`src/rtl/ddr_cmd_pkg.sv`:
```
//==============================================================================
// Module      : ddr_cmd_pkg
// Description : Shared DDR4 command-pin codes, power states and mode-register
//               selectors used by the command decoder and TimingFSM.
// Revision    : 1.0 - initial release
//==============================================================================
`default_nettype none

package ddr_cmd_pkg;

    typedef enum logic [1:0] {
        ACTIVE  = 2'b00,
        PWRDN   = 2'b01,
        SELFREF = 2'b10
    } pwr_state_t;

    // Raw {ras_n, cas_n, we_n} encodings when act_n is high
    typedef enum logic [2:0] {
        CMD_MRS  = 3'b000,
        CMD_REF  = 3'b001,
        CMD_PRE  = 3'b010,
        CMD_RSVD = 3'b011,
        CMD_WR   = 3'b100,
        CMD_RD   = 3'b101,
        CMD_ZQC  = 3'b110,
        CMD_NOP  = 3'b111
    } cmd_code_t;

    localparam logic [2:0] MR0_SEL = 3'b000;
    localparam logic [2:0] MR3_SEL = 3'b011;
    localparam int         MPR_BIT = 2;
    localparam int         AP_BIT  = 10;

    typedef struct packed {
        logic act;
        logic cfg;
        logic mrr;
        logic mrw;
        logic pr;
        logic pra;
        logic rd;
        logic rda;
        logic refresh;
        logic wr;
        logic wra;
    } cmd_strb_t;

endpackage

`default_nettype wire

```
`src/rtl/ddr_pwr_fsm.sv`:
```
//==============================================================================
// Module      : ddr_pwr_fsm
// Description : CKE tracking and power-state machine; gates command decode and
//               produces PD/PDX/SRF/CKEH/CKEL pulses.
// Revision    : 1.0 - initial release
//==============================================================================
`default_nettype none

module ddr_pwr_fsm
    import ddr_cmd_pkg::*;
(
    input  logic       clk,
    input  logic       reset,
    input  logic       cke,
    input  logic       i_cmd_valid,
    input  logic       i_cmd_ref,
    output logic       o_cmd_allow,
    output logic       o_err,
    output pwr_state_t o_pwr_state,
    output logic       o_pd,
    output logic       o_pdx,
    output logic       o_srf,
    output logic       o_ckeh,
    output logic       o_ckel
);

    pwr_state_t state_q, state_d;
    logic       cke_q;
    logic       pd_q,   pd_d;
    logic       pdx_q,  pdx_d;
    logic       srf_q,  srf_d;
    logic       ckeh_q, ckeh_d;
    logic       ckel_q, ckel_d;

    always_ff @(posedge clk) begin
        if (reset) begin
            state_q <= ACTIVE;
            cke_q   <= 1'b1;
            pd_q    <= 1'b0;
            pdx_q   <= 1'b0;
            srf_q   <= 1'b0;
            ckeh_q  <= 1'b0;
            ckel_q  <= 1'b0;
        end else begin
            state_q <= state_d;
            cke_q   <= cke;
            pd_q    <= pd_d;
            pdx_q   <= pdx_d;
            srf_q   <= srf_d;
            ckeh_q  <= ckeh_d;
            ckel_q  <= ckel_d;
        end
    end

    always_comb begin
        state_d     = state_q;
        pd_d        = 1'b0;
        pdx_d       = 1'b0;
        srf_d       = 1'b0;
        o_cmd_allow = 1'b0;
        o_err       = 1'b0;
        ckeh_d      = !cke_q && cke;
        ckel_d      = cke_q && !cke;

        case (state_q)
            ACTIVE: begin
                if (cke_q && cke) begin
                    o_cmd_allow = 1'b1;
                end else if (cke_q && !cke) begin
                    // Power-down entry: only DES/NOP or REF are legal on the falling CKE edge
                    if (!i_cmd_valid) begin
                        pd_d    = 1'b1;
                        state_d = PWRDN;
                    end else if (i_cmd_ref) begin
                        srf_d   = 1'b1;
                        state_d = SELFREF;
                    end else begin
                        o_err   = 1'b1;
                        state_d = PWRDN;
                    end
                end else begin
                    o_err = i_cmd_valid;
                end
            end
            default: begin
                if (!cke_q && cke) begin
                    pdx_d   = 1'b1;
                    state_d = ACTIVE;
                end
                o_err = i_cmd_valid;
            end
        endcase
    end

    assign o_pwr_state = state_q;
    assign o_pd        = pd_q;
    assign o_pdx       = pdx_q;
    assign o_srf       = srf_q;
    assign o_ckeh      = ckeh_q;
    assign o_ckel      = ckel_q;

endmodule

`default_nettype wire

```
`src/rtl/ddr4_cmd_decoder.sv`:
```
//==============================================================================
// Module      : ddr4_cmd_decoder
// Description : DDR4 command/address pin decoder with MR0/MR3 shadows, CKE
//               power tracking and sticky illegal-command flag.
// Revision    : 1.0 - initial release
//==============================================================================
`default_nettype none

module ddr4_cmd_decoder
    import ddr_cmd_pkg::*;
#(
    parameter int BGWIDTH  = 2,
    parameter int BAWIDTH  = 2,
    parameter int ROWWIDTH = 17,
    parameter int COLWIDTH = 10
)(
    input  logic                                    clk,
    input  logic                                    reset,
    input  logic                                    cke,
    input  logic                                    cs_n,
    input  logic                                    act_n,
    input  logic                                    ras_n,
    input  logic                                    cas_n,
    input  logic                                    we_n,
    input  logic [((BGWIDTH > 0) ? BGWIDTH : 1)-1:0] bg_i,
    input  logic [BAWIDTH-1:0]                      ba_i,
    input  logic [13:0]                             a_i,
    output logic                                    ACT,
    output logic                                    BST,
    output logic                                    CFG,
    output logic                                    CKEH,
    output logic                                    CKEL,
    output logic                                    DPD,
    output logic                                    DPDX,
    output logic                                    MRR,
    output logic                                    MRW,
    output logic                                    PD,
    output logic                                    PDX,
    output logic                                    PR,
    output logic                                    PRA,
    output logic                                    RD,
    output logic                                    RDA,
    output logic                                    REF,
    output logic                                    SRF,
    output logic                                    WR,
    output logic                                    WRA,
    output logic [((BGWIDTH > 0) ? BGWIDTH : 1)-1:0] bg,
    output logic [BAWIDTH-1:0]                      ba,
    output logic [ROWWIDTH-1:0]                     row,
    output logic [COLWIDTH-1:0]                     col,
    output logic [1:0]                              pwr_state,
    output logic [1:0]                              mr_bl,
    output logic                                    mpr_en,
    output logic                                    cmd_err
);

    localparam int BGW = (BGWIDTH > 0) ? BGWIDTH : 1;

    logic [2:0]    w_rcw;
    cmd_code_t     w_code;
    logic          w_cmd_valid;
    logic          w_cmd_ref;
    logic          w_cmd_allow;
    logic          w_pwr_err;
    logic          w_dec_err;
    pwr_state_t    w_pwr_state;
    logic [BGW-1:0] w_bg_pin;
    logic          w_mr_bg;
    logic [1:0]    w_ba_sel;

    cmd_strb_t          strb_q,   strb_d;
    logic [BGW-1:0]     bg_q,     bg_d;
    logic [BAWIDTH-1:0] ba_q,     ba_d;
    logic [ROWWIDTH-1:0] row_q,   row_d;
    logic [COLWIDTH-1:0] col_q,   col_d;
    logic [1:0]         mr_bl_q,  mr_bl_d;
    logic               mpr_en_q, mpr_en_d;
    logic               cmd_err_q, cmd_err_d;

    generate
        if (BGWIDTH > 0) begin : g_bg
            assign w_bg_pin = bg_i;
            assign w_mr_bg  = bg_i[0];
        end else begin : g_no_bg
            logic w_unused_bg;
            assign w_unused_bg = ^bg_i;
            assign w_bg_pin    = '0;
            assign w_mr_bg     = 1'b0;
        end
    endgenerate

    assign w_rcw       = {ras_n, cas_n, we_n};
    assign w_code      = cmd_code_t'(w_rcw);
    assign w_cmd_valid = !cs_n && (!act_n || (w_code != CMD_NOP));
    assign w_cmd_ref   = !cs_n && act_n && (w_code == CMD_REF);
    assign w_ba_sel    = 2'(ba_i);

    ddr_pwr_fsm u_pwr_fsm (
        .clk         (clk),
        .reset       (reset),
        .cke         (cke),
        .i_cmd_valid (w_cmd_valid),
        .i_cmd_ref   (w_cmd_ref),
        .o_cmd_allow (w_cmd_allow),
        .o_err       (w_pwr_err),
        .o_pwr_state (w_pwr_state),
        .o_pd        (PD),
        .o_pdx       (PDX),
        .o_srf       (SRF),
        .o_ckeh      (CKEH),
        .o_ckel      (CKEL)
    );

    always_comb begin
        strb_d    = '0;
        w_dec_err = 1'b0;
        bg_d      = bg_q;
        ba_d      = ba_q;
        row_d     = row_q;
        col_d     = col_q;
        mr_bl_d   = mr_bl_q;
        mpr_en_d  = mpr_en_q;

        if (w_cmd_allow && !cs_n) begin
            if (!act_n) begin
                strb_d.act = 1'b1;
                row_d      = ROWWIDTH'({w_rcw, a_i});
            end else begin
                case (w_code)
                    CMD_MRS: begin
                        strb_d.mrw = 1'b1;
                        if ({w_mr_bg, w_ba_sel} == MR0_SEL)
                            mr_bl_d = a_i[1:0];
                        else if ({w_mr_bg, w_ba_sel} == MR3_SEL)
                            mpr_en_d = a_i[MPR_BIT];
                    end
                    CMD_REF:  strb_d.refresh = 1'b1;
                    CMD_PRE: begin
                        strb_d.pra = a_i[AP_BIT];
                        strb_d.pr  = !a_i[AP_BIT];
                    end
                    // Writes are illegal while the MPR page is selected
                    CMD_WR: begin
                        if (mpr_en_q) begin
                            w_dec_err = 1'b1;
                        end else begin
                            strb_d.wra = a_i[AP_BIT];
                            strb_d.wr  = !a_i[AP_BIT];
                        end
                    end
                    CMD_RD: begin
                        if (mpr_en_q) begin
                            strb_d.mrr = 1'b1;
                        end else begin
                            strb_d.rda = a_i[AP_BIT];
                            strb_d.rd  = !a_i[AP_BIT];
                        end
                    end
                    CMD_ZQC:  strb_d.cfg = 1'b1;
                    CMD_RSVD: w_dec_err  = 1'b1;
                    default: ;
                endcase
            end

            if (strb_d != '0) begin
                bg_d = w_bg_pin;
                ba_d = ba_i;
            end
            if (strb_d.rd || strb_d.rda || strb_d.wr || strb_d.wra || strb_d.mrr)
                col_d = COLWIDTH'(a_i);
        end

        cmd_err_d = cmd_err_q || w_dec_err || w_pwr_err;
    end

    always_ff @(posedge clk) begin
        if (reset) begin
            strb_q    <= '0;
            bg_q      <= '0;
            ba_q      <= '0;
            row_q     <= '0;
            col_q     <= '0;
            mr_bl_q   <= 2'b00;
            mpr_en_q  <= 1'b0;
            cmd_err_q <= 1'b0;
        end else begin
            strb_q    <= strb_d;
            bg_q      <= bg_d;
            ba_q      <= ba_d;
            row_q     <= row_d;
            col_q     <= col_d;
            mr_bl_q   <= mr_bl_d;
            mpr_en_q  <= mpr_en_d;
            cmd_err_q <= cmd_err_d;
        end
    end

    // LPDDR-only strobes never fire in DDR4 mode
    assign BST  = 1'b0;
    assign DPD  = 1'b0;
    assign DPDX = 1'b0;

    assign ACT       = strb_q.act;
    assign CFG       = strb_q.cfg;
    assign MRR       = strb_q.mrr;
    assign MRW       = strb_q.mrw;
    assign PR        = strb_q.pr;
    assign PRA       = strb_q.pra;
    assign RD        = strb_q.rd;
    assign RDA       = strb_q.rda;
    assign REF       = strb_q.refresh;
    assign WR        = strb_q.wr;
    assign WRA       = strb_q.wra;
    assign bg        = bg_q;
    assign ba        = ba_q;
    assign row       = row_q;
    assign col       = col_q;
    assign pwr_state = w_pwr_state;
    assign mr_bl     = mr_bl_q;
    assign mpr_en    = mpr_en_q;
    assign cmd_err   = cmd_err_q;

endmodule

`default_nettype wire

```
`config.mk`:
```
export PLATFORM = sky130hd
export DESIGN_NAME = ddr4_cmd_decoder
export DESIGN_NICKNAME = d
export VERILOG_FILES = /design/src/rtl/ddr_cmd_pkg.sv /design/src/rtl/ddr_pwr_fsm.sv /design/src/rtl/ddr4_cmd_decoder.sv
export SDC_FILE = /design/constraint.sdc
export NUM_CORES = 1
export LEC_CHECK = 0
export ABC_AREA = 1
export CAP_MARGIN = 10
export CORE_MARGIN = 3
export CORE_UTILIZATION = 40
export CTS_CLUSTER_DIAMETER = 50
export DETAILED_ROUTE_END_ITERATION = 10
export PLACE_DENSITY = 0.78
export SYNTH_ARGS = -nofsm -noshare
export SYNTH_HDL_FRONTEND = slang
export SYNTH_SLANG_ARGS = --single-unit
```
`constraint.sdc`:
```
create_clock -name clk -period 1.9 [get_ports clk]
set_clock_uncertainty 0.2 [all_clocks]
set_input_delay 0.19 -clock clk [delete_from_list [all_inputs] [get_ports clk]]
set_output_delay 0.19 -clock clk [all_outputs]
set_load 0.01 [all_outputs]
```
==> flow_summary.ini <==
[critical_path]
slowest_delay_ns = 0.58
critPathBufInv = 1
rrSetupSlack_ns = 0.28
r2r_start = u_pwr_fsm.o_pwr_state[1]$_SDFFE_PP0P_
crit_start = u_pwr_fsm.o_pwr_state[0]$_SDFFE_PP0P_
slowest_stage = clkdlybuf4s50_1
critPathKind = reg2out
crit_required_ns = 1.51
cp_max_fo = 3
timing.critical_path.to_type = output port
critPathLaunchType = flop
arrival_ns = 1.29
cp_top_family = buffers and inverters
crit_path_cell_trace = clkdlybuf4s50_1

[routing]
first_pass_iters = 4
wire_per_inst_um = 12.1
drt_iter0_drc = 57
vias = 1904
remaining_drc_errors = 0
ant_nets = 0
totalWireLength_um = 5030
viasPerCell = 4.57

[final_layout]
syn2layout_area_growth_pct = 45.7
nFillCells = 433
final_common_cell = clkdlybuf4s50_1
antennaDiodeCount = 0
drive_above_1_share_pct = 9.14
nets = 375
final_cell_mix = clkdlybuf4s50_1 (78), nor2_1 (55), dfxtp_1 (54), nand2_1 (49), inv_1 (21)

[clock_network]
cts_buffer_depth = 2
clock_latency_ns = 0.29
post_cts_resized = 0
cts.root.buffer_cell = clkbuf_8
htree_levels = 2
clock-sinks = 54
path_clk_slew_ns = 0.09
numCtsBuffers = 5
cts_tree = done
postCtsSetupRepairBufs = 0
hold_buffers = 0

[timing]
hold_violations = 0
final_max_slew_viol_count = 0
fin_ws_ns = 0.220
fmax_mhz = 595
setup_viol = 0
period_needed_ns = 1.68
finalCritPeriodShare_pct = 88.4
rsz0062_at_grt = no

[run]
drv_cap = 0

[pwr]
power_leakage_uw = 0.00123
powerDensity_nw_per_um2 = 706
peakVddDrop_mv = 0.525
power_uw = 2110

[logic_synthesis]
synth_cells = 264
postSynthAreaPerCell_um2 = 7.79
ys_ff_latch = 54
yosysSeqAreaShare_pct = 52.6
yosysWarnings = 0
synthDistinctLibCells = 25
netlist_area_um2 = 2060

[global_route]
grt_first_pass_wirelength_um = 8490
grt_max_degree = 18
grt_usage_pct = 17.4
grt-ovfl-total = 0
antenna_found_initial = 0
grt_pass1_vias = 1886

[outcome]
status = finished, final reports clean

[die]
die_area_um2 = 6040
row_count = 25
core_area_um2 = 4850
io_pins = 82
start_util_pct = 42.4
die_h_um = 77.7
die_width_um = 77.7

[hold_path]
min-delay-path-class = reg2reg
hold_path.startpoint = col[4]$_SDFFE_PP0P_

[place]
dp_hpwl_um = 3840
post-place-ws_ns = -0.0915
port_buffers = 78
globalplace.congestion = 0.809
cell families (layout without fill, tap and decap cells):
logic type / Yosys count / in the layout / synth area share, %
AOI/OAI and AO/OA: 37 / 37 / 9.18
buffers and inverters: 35 / 119 / 9.06
DFF: 54 / 54 / 52.6
other: 1 / 3 / 0.182
and+or+nand+nor: 137 / 137 / 29.0
where the power goes:
group	switching [µW]	internal [µW]
logic	143	147
clock network	345	295
registers	18.6	1170
total	507	1610
layer usage:
metal / track usage, % / wire length, µm / vias up
met5: 0 / 0 / -
met4: 4.80 / 38 / 0
met3: 5.80 / 296 / 4
met2: 29.1 / 2380 / 52
met1: 21.3 / 2310 / 854
li1: - / - / 994
cell type report:
type | instances | area, µm² | share of cell area [%]
Sequential cell | 54 | 1080 | 36.1
Timing Repair Buffer | 88 | 856 | 28.6
Multi-Input combinational cell | 177 | 797 | 26.6
Inverter | 23 | 87.6 | 2.92
Clock buffer | 7 | 86.3 | 2.88
Tap cell | 67 | 83.8 | 2.80
Clock inverter | 1 | 5.00 | 0.167
synthesized netlist by cell type, drive strengths merged:
cell | count | area [µm²]
nand3b | 1 | 11.3
nand2 | 52 | 203
nand3 | 13 | 70.1
nor2 | 61 | 259
a21oi | 17 | 85.1
o21ai | 20 | 104
nand4 | 1 | 6.26
inv | 22 | 82.6
or2 | 1 | 6.26
nor3 | 7 | 35.0
nor4 | 1 | 6.26
clkinv | 1 | 5.00
conb | 1 | 3.75
buf | 10 | 91.3
clkbuf | 2 | 7.51
dfxtp | 54 | 1080
per-stage QoR:
stage	hold slack, ns	instance area, µm²	setup TNS (ns)	std cells	utilization, %
2_1_floorplan	0.0673	2060	0	266	-
3_3_place_gp	0.252	2910	-0.231	409	59.9
3_5_place_dp	0.257	2910	-0.905	409	59.9
4_1_cts	0.264	3000	0	417	61.8
5_1_grt	0.284	3000	0	417	61.8
6_report	0.269	3000	0	417	61.8
state kept, by name (all words and copies together) (netlist names), 2 cells and up:
signal                 count
u_pwr_fsm.o_pwr_state      2
bg                         2
col                       10
ba                         2
mr_bl                      2
row                       17
final timing paths:
path	end	cells past startpoint
setup / recovery	pwr_state[0]	1
setup reg to reg	ba[1]$_SDFFE_PP0P_	8
hold reg to reg	col[4]$_SDFFE_PP0P_	2
hold / removal	col[4]$_SDFFE_PP0P_	2
Power figures use the tool's default switching activity.
